--- config.mk ---
export PLATFORM = sky130hd
export DESIGN_NAME = playbus_ctrl
export DESIGN_NICKNAME = d
export VERILOG_FILES = /design/src/rtl/playbus_ctrl.sv
export SDC_FILE = /design/constraint.sdc
export NUM_CORES = 1
export LEC_CHECK = 0
export ABC_AREA = 1
export CAP_MARGIN = 20
export CORE_UTILIZATION = 45
export DETAILED_ROUTE_END_ITERATION = 8
export PLACE_DENSITY = 0.88
export SLEW_MARGIN = 30
export SYNTH_ARGS = -nofsm -noshare
export SYNTH_HDL_FRONTEND = slang
export SYNTH_SLANG_ARGS = --single-unit
--- constraint.sdc ---
create_clock -name CK2HZ -period 2.7 [get_ports CK2HZ]
set_input_delay 0.675 -clock CK2HZ [delete_from_list [all_inputs] [get_ports CK2HZ]]
set_output_delay 0.675 -clock CK2HZ [all_outputs]
set_load 0.05 [all_outputs]
--- src/rtl/playbus_ctrl.sv ---
// playbus_ctrl: bus strobe sequencer for ROM/RAM/switch/LED transfers.
// Define PLAYBUS_BLOCK_EN to enable the FUNC 7 auto-incrementing block copy.
module playbus_ctrl #(
  parameter int AW         = 4,
  parameter int STROBE_CYC = 1
) (
  input  logic          CK2HZ,
  input  logic          CLR,
  input  logic          GO,
  input  logic [2:0]    FUNC,
  input  logic [AW-1:0] ADD,
  output logic [AW-1:0] ADDR_OUT,
  output logic          n_ROMO,
  output logic          n_RAMO,
  output logic          n_RAMW,
  output logic          n_SWBEN,
  output logic          LEDLTCH,
  output logic          BUSY,
  output logic [1:0]    St
);
  typedef enum logic [1:0] {IDLE, XFER, NEXT, WAITREL} state_t;
  state_t        state;
  logic [3:0]    cnt;
  logic [AW-1:0] addr;
  logic [2:0]    func;
  logic          idle, xfer, last;
  always_ff @(posedge CK2HZ or posedge CLR)
    if (CLR) begin
      state <= IDLE;
      cnt   <= '0;
      addr  <= '0;
      func  <= '0;
    end else
      case (state)
        IDLE:
          if (GO && FUNC >= 3'd3) begin
            state <= XFER;
            cnt   <= 4'(STROBE_CYC);
            addr  <= ADD;
            func  <= FUNC;
          end
        XFER:
          if (cnt > 4'd1) cnt <= cnt - 4'd1;
          else begin
            cnt <= '0;
`ifdef PLAYBUS_BLOCK_EN
            state <= (func == 3'd7) ? NEXT : WAITREL;
`else
            state <= WAITREL;
`endif
          end
`ifdef PLAYBUS_BLOCK_EN
        NEXT:
          if (&addr) state <= WAITREL;
          else begin
            addr  <= addr + 1'b1;
            cnt   <= 4'(STROBE_CYC);
            state <= XFER;
          end
`endif
        WAITREL: if (!GO) state <= IDLE;
        default: state <= IDLE;
      endcase
  // IDLE strobes follow FUNC directly; busy strobes use only latched state
  always_comb begin
    idle     = state == IDLE;
    xfer     = state == XFER;
    last     = xfer && cnt == 4'd1;
    n_ROMO   = !(idle ? FUNC == 3'd1 : xfer && (func == 3'd3 || func >= 3'd6));
    n_RAMO   = !(idle ? FUNC == 3'd2 : xfer && func == 3'd4);
    n_RAMW   = !(last && func >= 3'd5);
    n_SWBEN  = !(xfer && func == 3'd5);
    LEDLTCH  = last && (func == 3'd3 || func == 3'd4);
    BUSY     = !idle;
    St       = state;
    ADDR_OUT = idle ? ADD : addr;
  end
endmodule

# Yosys cells after proc, flatten, opt, wreduce, memory -nomap -nowiden
# Index checks and enable logic that the tools add are counted.
# W data, S select, Z words.
# op_classes
n_addsub,1
magnitude_cmp,4
n_eq_ne,11
n_mux,10
n_reduce_logical,19
# ops
op,n
$mux W4,3
$pmux W4 S2,1
$logic_and A1 B1 Y1,7
$eq A3 B2 Y1 const B,2
$eq A3 B3 Y1 const B,2
$ge A3 B3 Y1 const B,2
$mux W2,3
$pmux W2 S3,1
$logic_not A1 Y1,5
$eq A4 B1 Y1 const B,1
$gt A4 B1 Y1 const B,1
$ne A2 B2 Y1 const B,2
$reduce_and A2 Y1,2
$sub A4 B1 Y4 const B,1
$eq A3 B1 Y1 const B,1
$ge A3 B2 Y1 const B,1
$reduce_and A3 Y1,1
$eq A2 B1 Y1 const B,1
$eq A2 B2 Y1 const B,1
$logic_not A2 Y1,1
$logic_or A1 B1 Y1,2
$mux W1,2
$ne A2 B1 Y1 const B,1
$reduce_bool A2 Y1,1
# totals
regBits,13
in_bits,10
output_inout_bits,12
elab_cells,49

# Logic depth before layout (Yosys ltp)
# Gate-level depths: netlist of run 1.
# logic_depth
depth_word,5
depth_mapped,7
ltp_nobuf,7

# Least setup slack after synthesis of run 1
# Ideal clock, no wire load.
# synth_path
path_type,register to output
start,"reg state[1], in the netlist St[1]"
end,out ADDR_OUT[0]
t_arrival_ps,2161
t_required_ps,2025
path_slack_ps,-136
path_stages_with_launch,4
n_path_buf,0
cell_sequence,dfrtp_1 > nor2_4 > inv_2 > o21ai_0
# synth_via
elab_chain_len,2
# synth_rtl
item,line,source
start: declaration,22,state_t state;
start signal: assignment,29,state <= IDLE;
start signal: assignment,37,state <= XFER;
start signal: assignment,49,state <= WAITREL;
$logic_not A2 Y1,66,idle = state == IDLE;
$mux W4,76,ADDR_OUT = idle ? ADD : addr;
end: declaration,12,"output logic [AW-1:0] ADDR_OUT,"
# No other way between the ends.

# Final worst setup path of run 1
# layout_path
start,"reg state[1], in the netlist St[1]"
end,out BUSY
# layout_via
elab_chain_len,2
# layout_rtl
item,line,source
$logic_not A2 Y1,66,
$logic_not A1 Y1,74,BUSY = !idle;
end: declaration,18,"output logic BUSY,"
# No other way between the ends.

==> results of run 1 <==
per-layer routing:
layer  track usage [%]  vias to the layer above  wire length [um]
li1                  -                      368                 -
met1              21.9                      349               711
met2              34.0                       19               825
met3              3.75                        5                68
met4              13.1                        0                42
met5                 0                        -                 0
cells in the mapped netlist:
| master | number | share of area (%) |
|---|---|---|
| nand2_1 | 22 | 11 |
| inv_1 | 16 | 7.7 |
| dfrtp_1 | 13 | 42 |
| o21ai_0 | 9 | 5.8 |
| nand3_1 | 7 | 4.5 |
| o21ai_2 | 7 | 7.8 |
| nor2_1 | 6 | 2.9 |
| a21oi_1 | 3 | 1.9 |
| nand4_1 | 3 | 2.4 |
| nor3_1 | 3 | 1.9 |
| ha_1 | 2 | 3.2 |
| inv_2 | 2 | 0.96 |
| nor2_4 | 2 | 2.9 |
| buf_6 | 1 | 1.4 |
| nand3_2 | 1 | 1.3 |
| nand3_4 | 1 | 2.2 |
| xnor2_1 | 1 | 1.1 |
cell type report:
cell class,count,area [um^2],share of cell area (%)
clock buffer,4,26.3,2.40
sequential,13,325,29.7
multi-input combinational,67,384,35.0
tap,16,20.0,1.83
timing repair buffer,21,273,24.9
inverter,18,67.6,6.16
cell families after synthesis:
logic type | count (synthesis) | share of synthesized area [%]
simple gates | 45 | 28.6
compound gates | 19 | 15.5
xor+xnor | 1 | 1.12
flops | 13 | 41.5
fa+ha+maj | 2 | 3.19
buf+inv | 19 | 10.1
metrics by stage:
stage	setup WS, ps	instance area (um^2)
2_1_floorplan	-136	788
3_3_place_gp	339	1070
3_5_place_dp	267	1070
4_1_cts	5.30	1090
5_1_grt	109	1100
6_report	190	1100
power by group:
group / leakage (nW) / internal, W / switching (W)
Combinational: 0.371 / 0.000385 / 0.000596
Clock: 0.0150 / 0.0000574 / 0.0000665
Sequential: 0.161 / 0.000283 / 0.0000818
Total: 0.547 / 0.000726 / 0.000744
placed cells by master, fill, tap and decap left out, types with 2 or more instances in the layout:
cell              n
a21oi_1           3
buf_12            6
clkbuf_4          3
clkdlybuf4s50_1  14
dfrtp_1          13
ha_1              2
inv_1            16
inv_2             2
nand2_1          22
nand3_1           7
nand4_1           3
nor2_1            6
nor2_4            2
nor3_1            2
o21ai_0           9
o21ai_2           7
critical path, stage by stage (launching register included):
cell and delay (ps):
dfrtp_1 480, nor2_4 90, inv_2 150, clkdlybuf4s50_1 830
state kept, by name, indices dropped and copies added (netlist names):
signal	flops
St	2
addr	4
cnt	4
func	3
worst min-delay path by stage:
stage | from | endpoint | slack, ps
2_1_floorplan | addr[0] | addr[0] | 460
3_3_place_gp | addr[0] | addr[0] | 470
3_5_place_dp | addr[0] | addr[0] | 480
4_1_cts | addr[0] | addr[0] | 500
5_1_grt | addr[2] | addr[2] | 510
6_report | addr[0] | addr[0] | 490
==> out/results.txt, run 1 <==
Status - finished, violations left
Failing checks - DRC
Power, Total - 0.00147 W
Mapped Area - 783 um^2
PortBufs - 21
Setup_tns - 0 ps
RSZ-0062 raised after global routing - false
Final min period - 2510 ps
Yosys warnings - 0
CTS tree - built
Mapped Avg Cell Area - 7.91 um^2
Inserted Diodes - 0
Starting Density - 50.2%
DR iter-0 viols - 16
Pwr Density - 1340 nW/um^2
Worst vdd ir - 0.791 mV
Vias in the first global route - 673
Reg-to-reg critical path startpoint - cnt[0]
Setup Skew - 2.03 ps
CP arrival - 1840 ps
DR vias/cell - 5.33
Worst-Margin Slew - 500 ps
Crit-path max FO - 10
CTS sink cnt - 13
Pin count of the biggest net entering global routing - 20
Final core occ - 70.3%
Number of failing hold endpoints at the final stage - 0
DP Cell Count - 135
H-Tree Depth - 1
Die area - 1910 um^2
Synthesized net count - 111
Hold crit path type - reg -> reg
Nets@finish - 136
Global-route wire length before repair - 2720 um
Layout cells sized above 1 - 18.7%
Syn Inst Count - 99
Clk pin slew, worst setup/hold paths - 80 ps
Routed length per instance - 11.9 um
DR DRC count - 2
Clk Latency, worst-skew pair - 280 ps
Global Route Usage Sum - 19.8%
Crit Reg-Reg Endpoint - cnt[2]
FP Rows - 14
Fill count - 122
Die Ht - 43.7 um
Remaining antenna violation count - 0
CP startpoint - St[1]
P_leak - 0.547 nW
Distinct cell type count after synthesis - 17
Sequential share of the synthesized area - 41.5%
Die W - 43.7 um
Final RePlAce weighted congestion - 0.797
Initial antenna violation count - 0
Post-CTS Setup Bufs - 0
Setup slack, reg-to-reg - 1220 ps
Final setup fails - 0
Fmax - 398 MHz
Register bit total from synthesis - 13
Bufs on Longest Clock Path - 2
Hold Buf Count CTS - 0
Hold_ws - 491 ps
GRT Residual Overflow - 0
Post-cts gate resize count - 0
WHS Path Cells - 2
CP Capture Type - output pin
Post-Layout Cell Count - 139
MaxCap Viol Count - 0
Setup CP Type - reg -> out
Num ports - 22
Drt first pass iters - 6
Total Wirelength - 1650 um
Setup crit start kind - flop
DPL Wire Length - 1270 um
Final Cycle Share - 93.0%
Vias post-DR - 741
Inserted Clock Buffers - 3
P&R area growth vs syn - 39.9%
Core footprint - 1560 um^2
Worst slew margin - 66.6%
Final slew viol count - 0
Required time worst endpoint - 2030 ps
Worst Setup EP - BUSY
CTS root buf - clkbuf_4
Worst R2R Path Depth - 5
No activity file was read; power rests on OpenSTA's default activity.
==> run 2, diff against run 1 <==
- CAP_MARGIN: 20 -> 40
==> results of run 2 <==
The final DEF is identical to that of run 1; final timing and power are the same.
==> run 3, diff against run 2 <==
- CTS_BUF_LIST: unset -> sky130_fd_sc_hd__clkbuf_4 sky130_fd_sc_hd__clkbuf_8
==> out/results.txt, run 3 (synthesis results as in run 1) <==
Status - finished, violations left
Failing checks - DRC
RSZ-0062 raised after global routing - false
GRT Residual Overflow - 0 (unchanged)
CTS root buf - clkbuf_4
Post-cts gate resize count - 0 (unchanged)
Sw Pwr - 0.000747 W (+0.35%)
Final core occ - 70.5% (+0.24 points)
DR vias/cell - 5.31 (-0.40%)
Hold crit path type - reg -> reg
Vias post-DR - 738 (-0.40%)
Worst slew margin - 66.6% (unchanged)
FF/Latch Area - 325 um^2 (unchanged)
Total Wirelength - 1680 um (+1.6%)
Setup_tns - 0 ps (unchanged)
Clk pin slew, worst setup/hold paths - 80 ps (about the same)
Remaining antenna violation count - 0 (unchanged)
Fmax - 397 MHz (-0.27%)
Inserted Clock Buffers - 3 (unchanged)
Global-route wire length before repair - 2720 um (unchanged)
Gate power share - 66.2% (-0.5 points)
Nets@finish - 136 (unchanged)
DP Cell Count - 135 (unchanged)
Num ports - 22 (unchanged)
Routed length per instance - 12.1 um (+1.6%)
Sequential share of power - 24.7% (about the same)
Worst vdd ir - 0.817 mV (+3.3%)
Power, Total - 0.00148 W (+0.86%)
Hold Buf Count CTS - 0 (unchanged)
Worst-Margin Slew - 500 ps (+0.000656 ps)
Final min period - 2520 ps (+6.81 ps)
Initial antenna violation count - 0 (unchanged)
CP max-delay cell - clkdlybuf4s50_1
H-Tree Depth - 1 (unchanged)
Commonest non-fill, non-tap cell in the layout - nand2_1
Final slew viol count - 0 (unchanged)
Final Cycle Share - 93.2% (+0.25 points)
Number of failing hold endpoints at the final stage - 0 (unchanged)
DR DRC count - 2 (unchanged)
Most frequent cells in the layout - nand2_1 (22), inv_1 (16), clkdlybuf4s50_1 (14)
Bufs on Longest Clock Path - 2 (unchanged)
Post-Layout Cell Count - 139 (unchanged)
CP startpoint - St[1]
PortBufs - 21 (unchanged)
Vias in the first global route - 673 (unchanged)
Int Pwr - 0.000736 W (+1.4%)
Required time worst endpoint - 2030 ps (about the same)
CP Capture Type - output pin
Global Route Usage Sum - 19.8% (unchanged)
P&R area growth vs syn - 40.4%
Die Ht - 43.7 um (unchanged)
Setup Skew - 0.882 ps (-1.15 ps)
Pin count of the biggest net entering global routing - 20 (unchanged)
CTS sink cnt - 13 (unchanged)
CTS tree - built
Die area - 1910 um^2 (unchanged)
Setup crit start kind - flop
Drt first pass iters - 6 (unchanged)
FP Rows - 14 (unchanged)
Post-CTS Setup Bufs - 0 (unchanged)
Crit path largest cell delay - 830 ps (about the same)
Fill count - 121 (-0.82%)
Cells along the critical path - nor2_4 > inv_2 > clkdlybuf4s50_1
Core footprint - 1560 um^2 (unchanged)
Die W - 43.7 um (unchanged)
CP bufs+invs - 2 (unchanged)
Top flop regs - addr (4), cnt (4), func (3)
Final setup fails - 0 (unchanged)
MaxCap Viol Count - 0 (unchanged)
Net Sw Frac - 50.4% (-0.26 points)
Layout cells sized above 1 - 19.5% (+0.81 points)
Beginning of the worst hold path - addr[0]
Clk Latency, worst-skew pair - 280 ps (about the same)
Setup CP Type - reg -> out
DR iter-0 viols - 14 (-2)
Delay-heaviest family, CP - buffers and inverters
DPL Wire Length - 1270 um (unchanged)
P_leak - 0.550 nW (+0.63%)
Area of the multi-input gates - 384 um^2 (unchanged)
Reg-to-reg critical path startpoint - cnt[0]
Crit-path max FO - 10 (unchanged)
Final RePlAce weighted congestion - 0.797 (unchanged)
Inserted Diodes - 0 (unchanged)
Pwr Density - 1350 nW/um^2 (+0.52%)
Area after DPL - 1070 um^2 (unchanged)
Clock share of power - 9.1% (+0.7 points)
CP arrival - 1840 ps (about the same)
Final instance area - 1100 um^2 (+0.34%)
Starting Density - 50.2% (unchanged)
==> run 3: path summary, 6_finish.rpt <==
| check | to | slack (ps) | cells after the start |
|---|---|---|---|
| min in group asynchronous | addr[0] | 710 | 2 |
| worst max-delay path | BUSY | 180 | 3 |
| worst max register to register | cnt[2] | 1210 | 5 |
| worst min-delay path | addr[0] | 490 | 2 |
| max in group asynchronous | cnt[0] | 1660 | 2 |
| worst min register to register | addr[0] | 490 | 2 |
==> run 3: layout make-up <==
| cell class | instances | share of cell area [%] |
|---|---|---|
| multi-input combinational | 67 | 34.9 |
| sequential | 13 | 29.6 |
| tap | 16 | 1.82 |
| clock buffer | 4 | 2.73 |
| inverter | 18 | 6.14 |
| timing repair buffer | 21 | 24.8 |
==> run 3: worst register-to-register path, cell delays in order, from the launching register on <==
cell,delay (ps)
dfrtp_1,350
inv_1,100
ha_1,240
o21ai_0,330
nand2_1,180
o21ai_0,210
==> run 3: power groups by stage <==
stage | combinational [W] | clock, W | sequential, W
after global routing | 0.00105 | 0.000143 | 0.000381
after floorplan | 0.000591 | 0 | 0.000394
final | 0.000982 | 0.000134 | 0.000366
after detailed placement | 0.000984 | 0 | 0.000369
after global placement | 0.000960 | 0 | 0.000364
after CTS | 0.000990 | 0.000134 | 0.000365
==> run 3: stage by stage <==
step	hold slack, ps	worst slack, ps
global route	508	108
CTS	495	6.78
finish	491	183
floorplan	455	-136
global placement	467	339
detailed placement	475	267
==> run 3: layer usage <==
layer	part of all wire (%)	global-route usage (%)	vias up
li1	-	-	367
met1	44	21.9	347
met2	49	34.0	19
met3	4.2	3.75	5
met4	2.4	13.1	0
met5	0	0	-
